==> src/rtl/wb_arb_pkg.sv <==
// Shared constants and the write-request record for the dual-lane write-back arbiter.
package wb_arb_pkg;
    localparam int DEPTH    = 4;
    localparam int STALL_TH = DEPTH - 1;
    localparam int REG_AW   = 5;
    localparam int XLEN     = 32;

    typedef struct packed {
        logic              we;
        logic [REG_AW-1:0] rd;
        logic [XLEN-1:0]   wd;
    } wr_req_t;
endpackage

==> src/rtl/wb_pending_fifo.sv <==
// Pending-write queue: up to two pushes and one pop per cycle, with address-match lookups.
module wb_pending_fifo
    import wb_arb_pkg::*;
#(
    parameter int DEPTH = wb_arb_pkg::DEPTH
) (
    input  logic                         clk,
    input  logic                         reset,
    input  logic                         pop,
    input  logic                         push0,
    input  logic [REG_AW-1:0]            push0_rd,
    input  logic [XLEN-1:0]              push0_wd,
    input  logic                         push1,
    input  logic [REG_AW-1:0]            push1_rd,
    input  logic [XLEN-1:0]              push1_wd,
    output logic [REG_AW-1:0]            head_rd,
    output logic [XLEN-1:0]              head_wd,
    output logic [$clog2(DEPTH+1)-1:0]   count,
    input  logic [REG_AW-1:0]            lk_addr_a,
    input  logic [REG_AW-1:0]            lk_addr_b,
    output logic                         match_a,
    output logic                         match_b
);
    localparam int AW = (DEPTH > 1) ? $clog2(DEPTH) : 1;
    localparam int CW = $clog2(DEPTH + 1);

    wr_req_t       mem [DEPTH];
    logic [AW-1:0] rd_ptr;
    logic [AW-1:0] wr_ptr;

    function automatic logic [AW-1:0] ptr_inc(input logic [AW-1:0] p);
        return (p == AW'(DEPTH - 1)) ? '0 : p + AW'(1);
    endfunction

    assign head_rd = mem[rd_ptr].rd;
    assign head_wd = mem[rd_ptr].wd;

    // The we field doubles as the entry-valid bit; a same-slot push after a pop wins.
    always_ff @(posedge clk or posedge reset) begin
        if (reset) begin
            rd_ptr <= '0;
            wr_ptr <= '0;
            count  <= '0;
            for (int i = 0; i < DEPTH; i++) mem[i] <= '0;
        end else begin
            if (pop) begin
                mem[rd_ptr].we <= 1'b0;
                rd_ptr         <= ptr_inc(rd_ptr);
            end
            if (push0) mem[wr_ptr] <= '{we: 1'b1, rd: push0_rd, wd: push0_wd};
            if (push1) mem[ptr_inc(wr_ptr)] <= '{we: 1'b1, rd: push1_rd, wd: push1_wd};
            if (push1)      wr_ptr <= ptr_inc(ptr_inc(wr_ptr));
            else if (push0) wr_ptr <= ptr_inc(wr_ptr);
            count <= count + CW'(push0) + CW'(push1) - CW'(pop);
        end
    end

    always_comb begin
        match_a = 1'b0;
        match_b = 1'b0;
        for (int i = 0; i < DEPTH; i++) begin
            if (mem[i].we && mem[i].rd == lk_addr_a) match_a = 1'b1;
            if (mem[i].we && mem[i].rd == lk_addr_b) match_b = 1'b1;
        end
    end
endmodule

==> src/rtl/wb_write_arbiter.sv <==
// Merges two write-back lanes onto one register-file write port, queueing the overflow in order.
module wb_write_arbiter
    import wb_arb_pkg::*;
#(
    parameter int DEPTH    = wb_arb_pkg::DEPTH,
    parameter int STALL_TH = DEPTH - 1
) (
    input  logic              clk,
    input  logic              reset,
    input  logic              in_valid,
    input  logic              we1,
    input  logic [REG_AW-1:0] rd1,
    input  logic [XLEN-1:0]   wd1,
    input  logic              we2,
    input  logic [REG_AW-1:0] rd2,
    input  logic [XLEN-1:0]   wd2,
    output logic              rf_we,
    output logic [REG_AW-1:0] rf_waddr,
    output logic [XLEN-1:0]   rf_wdata,
    output logic              stall,
    input  logic [REG_AW-1:0] lk_addr_a,
    input  logic [REG_AW-1:0] lk_addr_b,
    output logic              lk_pend_a,
    output logic              lk_pend_b,
    output logic              overflow_err
);
    localparam int CW = $clog2(DEPTH + 1);
    localparam logic [CW-1:0] DEPTH_C  = CW'(DEPTH);
    localparam logic [CW-1:0] DEPTH_M1 = CW'(DEPTH - 1);
    localparam logic [CW-1:0] STALL_C  = CW'(STALL_TH);

    // in_valid is a one-cycle strobe with no ready: each asserted cycle presents both lanes
    // exactly once, and the producer must keep in_valid low while stall is high.

    logic          c1, c2, deq, push0, push1, ovf_now, match_a, match_b;
    logic [CW-1:0] count, cnt_after;
    logic [REG_AW-1:0] head_rd;
    logic [XLEN-1:0]   head_wd;
    wr_req_t       lane1, lane2, head, port_req, q0, q1;

    assign c2    = in_valid & we2 & (rd2 != '0);
    assign c1    = in_valid & we1 & (rd1 != '0) & ~(we2 & (rd2 == rd1));
    assign lane1 = '{we: c1, rd: rd1, wd: wd1};
    assign lane2 = '{we: c2, rd: rd2, wd: wd2};
    assign deq   = (count != '0);
    assign head  = '{we: deq, rd: head_rd, wd: head_wd};

    // Program order is head, L1, L2: the first live one takes the port, the rest queue.
    always_comb begin
        port_req = head;
        q0       = '0;
        q1       = '0;
        if (deq) begin
            q0 = c1 ? lane1 : lane2;
            q1 = (c1 & c2) ? lane2 : '0;
        end else begin
            port_req = c1 ? lane1 : lane2;
            q0       = (c1 & c2) ? lane2 : '0;
        end
    end

    // Youngest requests are the ones dropped when the queue cannot hold them.
    assign cnt_after = count - CW'(deq);
    assign push0     = q0.we & (cnt_after < DEPTH_C);
    assign push1     = q1.we & (cnt_after < DEPTH_M1);
    assign ovf_now   = (q0.we & ~push0) | (q1.we & ~push1);

    always_ff @(posedge clk or posedge reset) begin
        if (reset) begin
            rf_we        <= 1'b0;
            rf_waddr     <= '0;
            rf_wdata     <= '0;
            overflow_err <= 1'b0;
        end else begin
            rf_we <= port_req.we;
            if (port_req.we) begin
                rf_waddr <= port_req.rd;
                rf_wdata <= port_req.wd;
            end
            if (ovf_now) overflow_err <= 1'b1;
        end
    end

    wb_pending_fifo #(.DEPTH(DEPTH)) u_fifo (
        .clk       (clk),
        .reset     (reset),
        .pop       (deq),
        .push0     (push0),
        .push0_rd  (q0.rd),
        .push0_wd  (q0.wd),
        .push1     (push1),
        .push1_rd  (q1.rd),
        .push1_wd  (q1.wd),
        .head_rd   (head_rd),
        .head_wd   (head_wd),
        .count     (count),
        .lk_addr_a (lk_addr_a),
        .lk_addr_b (lk_addr_b),
        .match_a   (match_a),
        .match_b   (match_b)
    );

    assign stall     = (count >= STALL_C);
    assign lk_pend_a = (lk_addr_a != '0) & (match_a | (rf_we & (rf_waddr == lk_addr_a)));
    assign lk_pend_b = (lk_addr_b != '0) & (match_b | (rf_we & (rf_waddr == lk_addr_b)));
endmodule

==> config.mk <==
export PLATFORM = sky130hd
export DESIGN_NAME = wb_write_arbiter
export DESIGN_NICKNAME = d
export VERILOG_FILES = /design/src/rtl/wb_arb_pkg.sv /design/src/rtl/wb_pending_fifo.sv /design/src/rtl/wb_write_arbiter.sv
export SDC_FILE = /design/constraint.sdc
export NUM_CORES = 1
export LEC_CHECK = 0
export CORE_MARGIN = 5
export CORE_UTILIZATION = 52
export DETAILED_ROUTE_END_ITERATION = 16
export PLACE_DENSITY = 0.75
export SLEW_MARGIN = 20
export SYNTH_ARGS = -nofsm -noshare
export SYNTH_HDL_FRONTEND = slang
export SYNTH_SLANG_ARGS = --single-unit
==> constraint.sdc <==
create_clock -name clk -period 15.95 [get_ports clk]
set_input_delay 3.19 -clock clk [delete_from_list [all_inputs] [get_ports clk]]
set_output_delay 3.19 -clock clk [all_outputs]
set_load 0.02 [all_outputs]
==> results of run 1 <==
## worst register-to-register path, cell delays in order, from the launching register on
cell and delay, ps:
dfrtp_1 410, nor3_1 190, buf_4 200, inv_2 50, ha_1 170, ha_1 190
xnor2_1 660, o21ai_0 320, a2111oi_4 630, nand2_1 110, buf_4 330, nand2_1 580
buf_4 470, o221ai_1 190
## cells in the final DEF, fill, tap and decap left out, types with 30 or more instances in the layout
| cell | instances |
|---|---|
| a22oi_2 | 30 |
| xor2_1 | 46 |
| o21ai_0 | 43 |
| a21oi_1 | 45 |
| mux4_2 | 37 |
| clkdlybuf4s50_1 | 130 |
| o221ai_1 | 140 |
| nand2_1 | 345 |
| mux2i_1 | 32 |
| nor2_1 | 38 |
| dfrtp_1 | 196 |
## state kept, by name, indices dropped and copies added (netlist names)
name           cells
u_fifo.rd_ptr      2
overflow_err       1
u_fifo.mem       152
u_fifo.count       3
rf_waddr           5
u_fifo.wr_ptr      2
rf_we              1
rf_wdata          32
## power groups by stage
stage	Combinational, mW	Sequential [mW]	Clock (mW)
CTS	1.07	0.915	0.460
detailed placement	1.07	0.923	0
finish	1.07	0.923	0.456
global route	1.18	0.944	0.479
global placement	1.03	0.917	0
floorplan	0.745	0.882	0
## cells by family (layout without fill, tap and decap cells)
group / after synthesis / after routing
compound gates: 295 / 295
xor+xnor: 59 / 59
fa+ha+maj: 14 / 14
buf+inv: 127 / 201
flops: 198 / 198
mux: 70 / 70
other cells: 0 / 1
simple gates: 432 / 432
## worst paths after layout
path / end / depth (start not counted)
worst max-delay path: lk_pend_a / 7
worst min-delay path: u_fifo.wr_ptr[1] / 2
worst max register to register: u_fifo.mem[105] / 13
worst min register to register: u_fifo.wr_ptr[1] / 2
max in group asynchronous: u_fifo.rd_ptr[1] / 3
min in group asynchronous: u_fifo.mem[134] / 2
## metal layers
layer / GRT usage (%) / up-vias / share of wire [%]
met3: 5.98 / 88 / 11
met4: 11.1 / 0 / 2.5
li1: - / 4498 / -
met1: 39.7 / 5167 / 39
met2: 48.1 / 641 / 48
met5: 0 / - / 0
## final cells by class
| type | count | area share (%) |
|---|---|---|
| well taps | 280 | 2.58 |
| repair buffers | 155 | 11.0 |
| clock buffers | 19 | 3.34 |
| flip-flops and latches | 198 | 36.5 |
| inverters | 14 | 0.442 |
| multi-input cells | 870 | 44.9 |
| clock inverters | 13 | 1.20 |
| diodes | 1 | 0.0184 |
==> impl_metrics.csv, run 1 <==
group,metric,value,unit
critical_path,cp_max_fo,6,
synth,ys_seq_elements,198,
sta,final.period_utilization,53.4,%
synth,seq_area_frac_synth,43.1,%
critical_path,required,12760,ps
synth,synthCells,1195,
synth,post-synth-top-count-cell,"nand2_1",
critical_path,start_kind,"input port",
synth,synth_compound_area_share,20.8,%
critical_path,crit_path_frequent_cell,"clkdlybuf4s50_1",
pwr,p_seq_share,37.7,%
grt,grt_pass1_vias,10465,
synth,async_flop_share,100,%
synth,synth_commonest_cells,"nand2_1 (345), dfrtp_1 (198), o221ai_1 (140)",
min_path,hold_start,"u_fifo.wr_ptr[1]",
critical_path,critical_path_class,"in2out",
grt,grt_max_degree,125,
synth,synth.top_cell.area_share,43.1,%
pwr,p_total,2.45,mW
placement,dp.final_hpwl,21500,um
floorplanning,die_w,159,um
sta,fin_skew,11.2,ps
critical_path,cp_slowest_cell,"clkdlybuf4s50_1",
pwr,power_switching,0.972,mW
cts,cts_max_level,4,
cells_and_area,layout-drive-gt1-share,11.8,%
synth,synth_top_family_by_area,"compound AO/OA/AOI/OAI gates",
critical_path,max_stage_delay,620,ps
sta,tns,0,ps
critical_path,path_buf_inv,2,
pwr,switching_share,39.6,%
min_path,hold_path.class,"reg2reg",
drt,ant_nets,0,
drt,drc,0,
critical_path,arrival,5330,ps
pwr,power_leakage,5.65,nW
pwr,intPower,1.48,mW
sta,whs,562,ps
synth,ys.flop_type,"dfrtp_1",
run,drv_cap,0,
pwr,power.share.clock,18.6,%
cts,cts_setup_buffers,0,
sta,max_freq,117,MHz
floorplanning,core,21800,um^2
cts,clock_path_buffers,2,
grt,grt.total_usage,29.7,%
cells_and_area,fin_nets,1359,
cells_and_area,nFillCells,1783,
synth,synth_edf_count,0,
cells_and_area,register_area,4960,um^2
grt,grt_first_pass_wirelength,58400,um
placement,place_ws,7430,ps
synth,yosysUniqueCellTypes,45,
placement,dpl_cell_area,12900,um^2
floorplanning,die_area,25200,um^2
cts,holdBufCountCts,0,
sta,rsz0062_at_grt,"no",
critical_path,cp-startpoint,"lk_addr_a[0]",
placement,placed_cells,1516,
synth,synth_top_area_cell,"dfrtp_1",
grt,antenna_found_initial,0,
critical_path,cp-end-kind,"output port",
synth,yosysWarnings,0,
synth,synth_adder_area_share,1.66,%
sta,setup_viol,0,
pwr,vdd_ir_drop_max,80.8,uV
sta,maxSlewViolCount,0,
cts,clk_latency,440,ps
drt,firstDrtPassIters,5,
synth,synth_area_per_cell,9.62,um^2
drt,drt_iter0_markers,1085,
floorplanning,die_y,159,um
cts,cts_tree,"yes",
drt,routed_wl,36700,um
drt,via_per_inst,6.71,
cts,cts_root_buf,"clkbuf_16",
floorplanning,rows,54,
critical_path,r2r-start,"u_fifo.count[2]",
cts,cts_made_buffers,17,
drt,vias,10394,
sta,max_slew.worst_pin.slew,947,ps
cells_and_area,multi_input_area,6090,um^2
run_status,status,"finished, final reports clean",
placement,port_buffers,130,
critical_path,critPathTopFamily,"buffers and inverters",
cells_and_area,final_cells,1550,
cells_and_area,fin_area,13600,um^2
drt,wl_per_cell,23.7,um
grt,overflow,0,
sta,final_hold_viol_count,0,
synth,synth_xor_xnor_area_share,4.50,%
synth,yosys-top-cells-area,"dfrtp_1 (43%), nand2_1 (11%), o221ai_1 (11%)",
synth,synthMuxAreaShare,10.1,%
critical_path,ff2ff_setup_slack,11310,ps
cts,cts.clk_slew.worst_paths,70,ps
cells_and_area,fin_util,62.2,%
floorplanning,num_io_pins,131,
pwr,p_per_area,181,nW/um^2
critical_path,crit_chain,"clkdlybuf4s50_1 > xor2_1 > nor4_1 > and3_1 > a31oi_1 > a21oi_1 > clkdlybuf4s50_1",
placement,gp_congestion,0.883,
synth,yosys.area_share.simple,15.3,%
sta,setup_slack,7430,ps
sta,slew_headroom,36.9,%
cts,cts-resized-gates,0,
pwr,combPwrFrac,43.7,%
synth,synth_fp_nets,1298,
floorplanning,initial_utilization,52.7,%
sta,period_needed,8520,ps
cells_and_area,area_growth,18.1,%
synth,syn-cell-area,11500,um^2
cts,cts_sinks,198,
Power figures use the tool's default switching activity.
==> inputs of run 2 (changes only) <==
==> constraint.sdc (replaced) <==
create_clock -name clk -period 8.55 [get_ports clk]
set_input_delay 1.71 -clock clk [delete_from_list [all_inputs] [get_ports clk]]
set_output_delay 1.71 -clock clk [all_outputs]
set_load 0.02 [all_outputs]
==> run 2 against run 1 <==
Compared with the run above:
- power grew 83%
- flip-flop and latch count is the same
- sequential share of layout area grew 0.24 points
- hold slack lost 4.2 ps
- cell count shrank 0.32%
- critical path type unchanged
- largest cell class unchanged
==> impl_metrics.csv, run 2 (synthesized netlist as in run 1, its figures left out) <==
group,metric,value,unit
run_status,status,"finished, final reports clean",
sta,tns,0,ps
critical_path,ff2ff_setup_slack,3450,ps
critical_path,rr_endpoint,"u_fifo.mem[35]",
cells_and_area,regMostFlops,"u_fifo.mem",
cts,cts_made_buffers,17,
grt,grt.total_usage,28.5,%
cells_and_area,fin_area,13500,um^2
critical_path,critPathTopFamily,"buffers and inverters",
cells_and_area,final_cell_mix,"nand2_1 (345), dfrtp_1 (196), o221ai_1 (140)",
cells_and_area,layout-drive-gt1-share,11.5,%
sta,setup_slack,2950,ps
floorplanning,rows,54,
grt,antenna_found_initial,0,
critical_path,crit_chain,"clkdlybuf4s50_1 > xor2_1 > nor4_1 > and3_1 > a31oi_1 > a21oi_1 > clkdlybuf4s50_1",
cells_and_area,reg_top3,"u_fifo.mem (152), rf_wdata (32), rf_waddr (5)",
drt,drc,0,
floorplanning,die_w,159,um
placement,gp_congestion,0.851,
critical_path,critical_path_class,"in2out",
drt,vias,10298,
critical_path,start_kind,"input port",
placement,placed_cells,1515,
cells_and_area,fin_nets,1357,
drt,firstDrtPassIters,6,
cells_and_area,final_cells,1545,
min_path,hold_start,"overflow_err",
critical_path,max_stage_delay,630,ps
sta,maxSlewViolCount,0,
floorplanning,die_y,159,um
critical_path,path_buf_inv,2,
grt,grt_pass1_vias,10309,
min_path,hold_path.class,"reg2reg",
cells_and_area,final_common_cell,"nand2_1",
cts,cts_setup_buffers,0,
placement,port_buffers,130,
cells_and_area,multi_input_area,6090,um^2
cts,clock_path_buffers,2,
cts,clk_latency,430,ps
cells_and_area,fin_util,61.8,%
placement,place_ws,2960,ps
critical_path,cp_max_fo,6,
cells_and_area,area_growth,17.3,%
critical_path,cp-end-kind,"output port",
cts,cts.clk_slew.worst_paths,60,ps
sta,period_needed,5600,ps
critical_path,r2r-start,"u_fifo.count[2]",
critical_path,cp_slowest_cell,"clkdlybuf4s50_1",
critical_path,crit_path_frequent_cell,"clkdlybuf4s50_1",
sta,rsz0062_at_grt,"no",
cts,cts-resized-gates,0,
floorplanning,initial_utilization,52.7,%
drt,via_per_inst,6.67,
sta,slew_headroom,20.2,%
sta,setup_viol,0,
grt,grt_max_degree,145,
sta,final.period_utilization,65.5,%
critical_path,arrival,3890,ps
run,drv_cap,0,
sta,whs,558,ps
floorplanning,core,21800,um^2
cells_and_area,nFillCells,1749,
grt,grt_first_pass_wirelength,56500,um
sta,fin_skew,8.94,ps
pwr,power_leakage,5.59,nW
cts,cts_sinks,198,
drt,routed_wl,35600,um
sta,max_freq,178,MHz
placement,dpl_cell_area,12900,um^2
critical_path,ff2ff_path_depth,11,
sta,max_slew.worst_pin.slew,1190,ps
pwr,p_per_area,333,nW/um^2
cells_and_area,num_antenna_cells,0,
drt,wl_per_cell,23.0,um
cells_and_area,largest_reg_flops,152,
cts,cts_root_buf,"clkbuf_16",
placement,dp.final_hpwl,21300,um
critical_path,required,6840,ps
cts,cts_tree,"yes",
pwr,p_total,4.50,mW
sta,final_hold_viol_count,0,
drt,ant_nets,0,
floorplanning,num_io_pins,131,
cts,cts_max_level,4,
grt,overflow,0,
pwr,vdd_ir_drop_max,185,uV
min_path,hold_depth,1,
cells_and_area,register_area,4960,um^2
drt,drt_iter0_markers,1168,
cts,holdBufCountCts,0,
min_path,hold_end,"overflow_err",
floorplanning,die_area,25200,um^2
run 2: changes by cell type in the layout (fill, tap and decap cells not counted), sizes merged:
cell / change
buf: -2
bufinv: -1
clkinv: +1
clkinvlp: +3
diode: -1
inv: -5
run 2: routing by layer:
layer / part of all wire (%) / global-route usage (%)
met3: 10 / 5.76
met1: 41 / 39.9
met5: 0 / 0
met4: 2.9 / 9.59
met2: 47 / 44.6
run 2: power breakdown:
group / internal, mW / switching (mW)
combinational: 0.952 / 1.05
clock: 0.408 / 0.360
sequential: 1.35 / 0.372
total: 2.71 / 1.78
run 2: area by class of cell:
cell class              count  area share, %
inverters                  14          0.483
repair buffers            153           10.9
clock inverters            11          0.752
multi-input cells         870           45.2
well taps                 280           2.60
flip-flops and latches    198           36.8
clock buffers              19           3.29
run 2: worst max path at each step:
| stage | slack [ps] | start | cells past startpoint | endpoint |
|---|---|---|---|---|
| 3_3_place_gp | 3050 | lk_addr_b[1] | 7 | lk_pend_b |
| 2_1_floorplan | 1440 | reset | 1 | overflow_err |
| 6_report | 2950 | lk_addr_b[1] | 7 | lk_pend_b |
| 5_1_grt | 2790 | lk_addr_a[3] | 8 | lk_pend_a |
| 4_1_cts | 2950 | lk_addr_b[1] | 7 | lk_pend_b |
| 3_5_place_dp | 2960 | lk_addr_b[1] | 7 | lk_pend_b |
run 2: worst register-to-register path: cells and delay by family, from the launching register on:
kind / cells / cell delay [ps]
buffers and inverters: 2 / 520
AOI/OAI and AO/OA: 3 / 1140
xor gates and xnor gates: 1 / 640
DFF: 1 / 410
adders and majority gates: 2 / 420
and+or+nand+nor: 3 / 1930
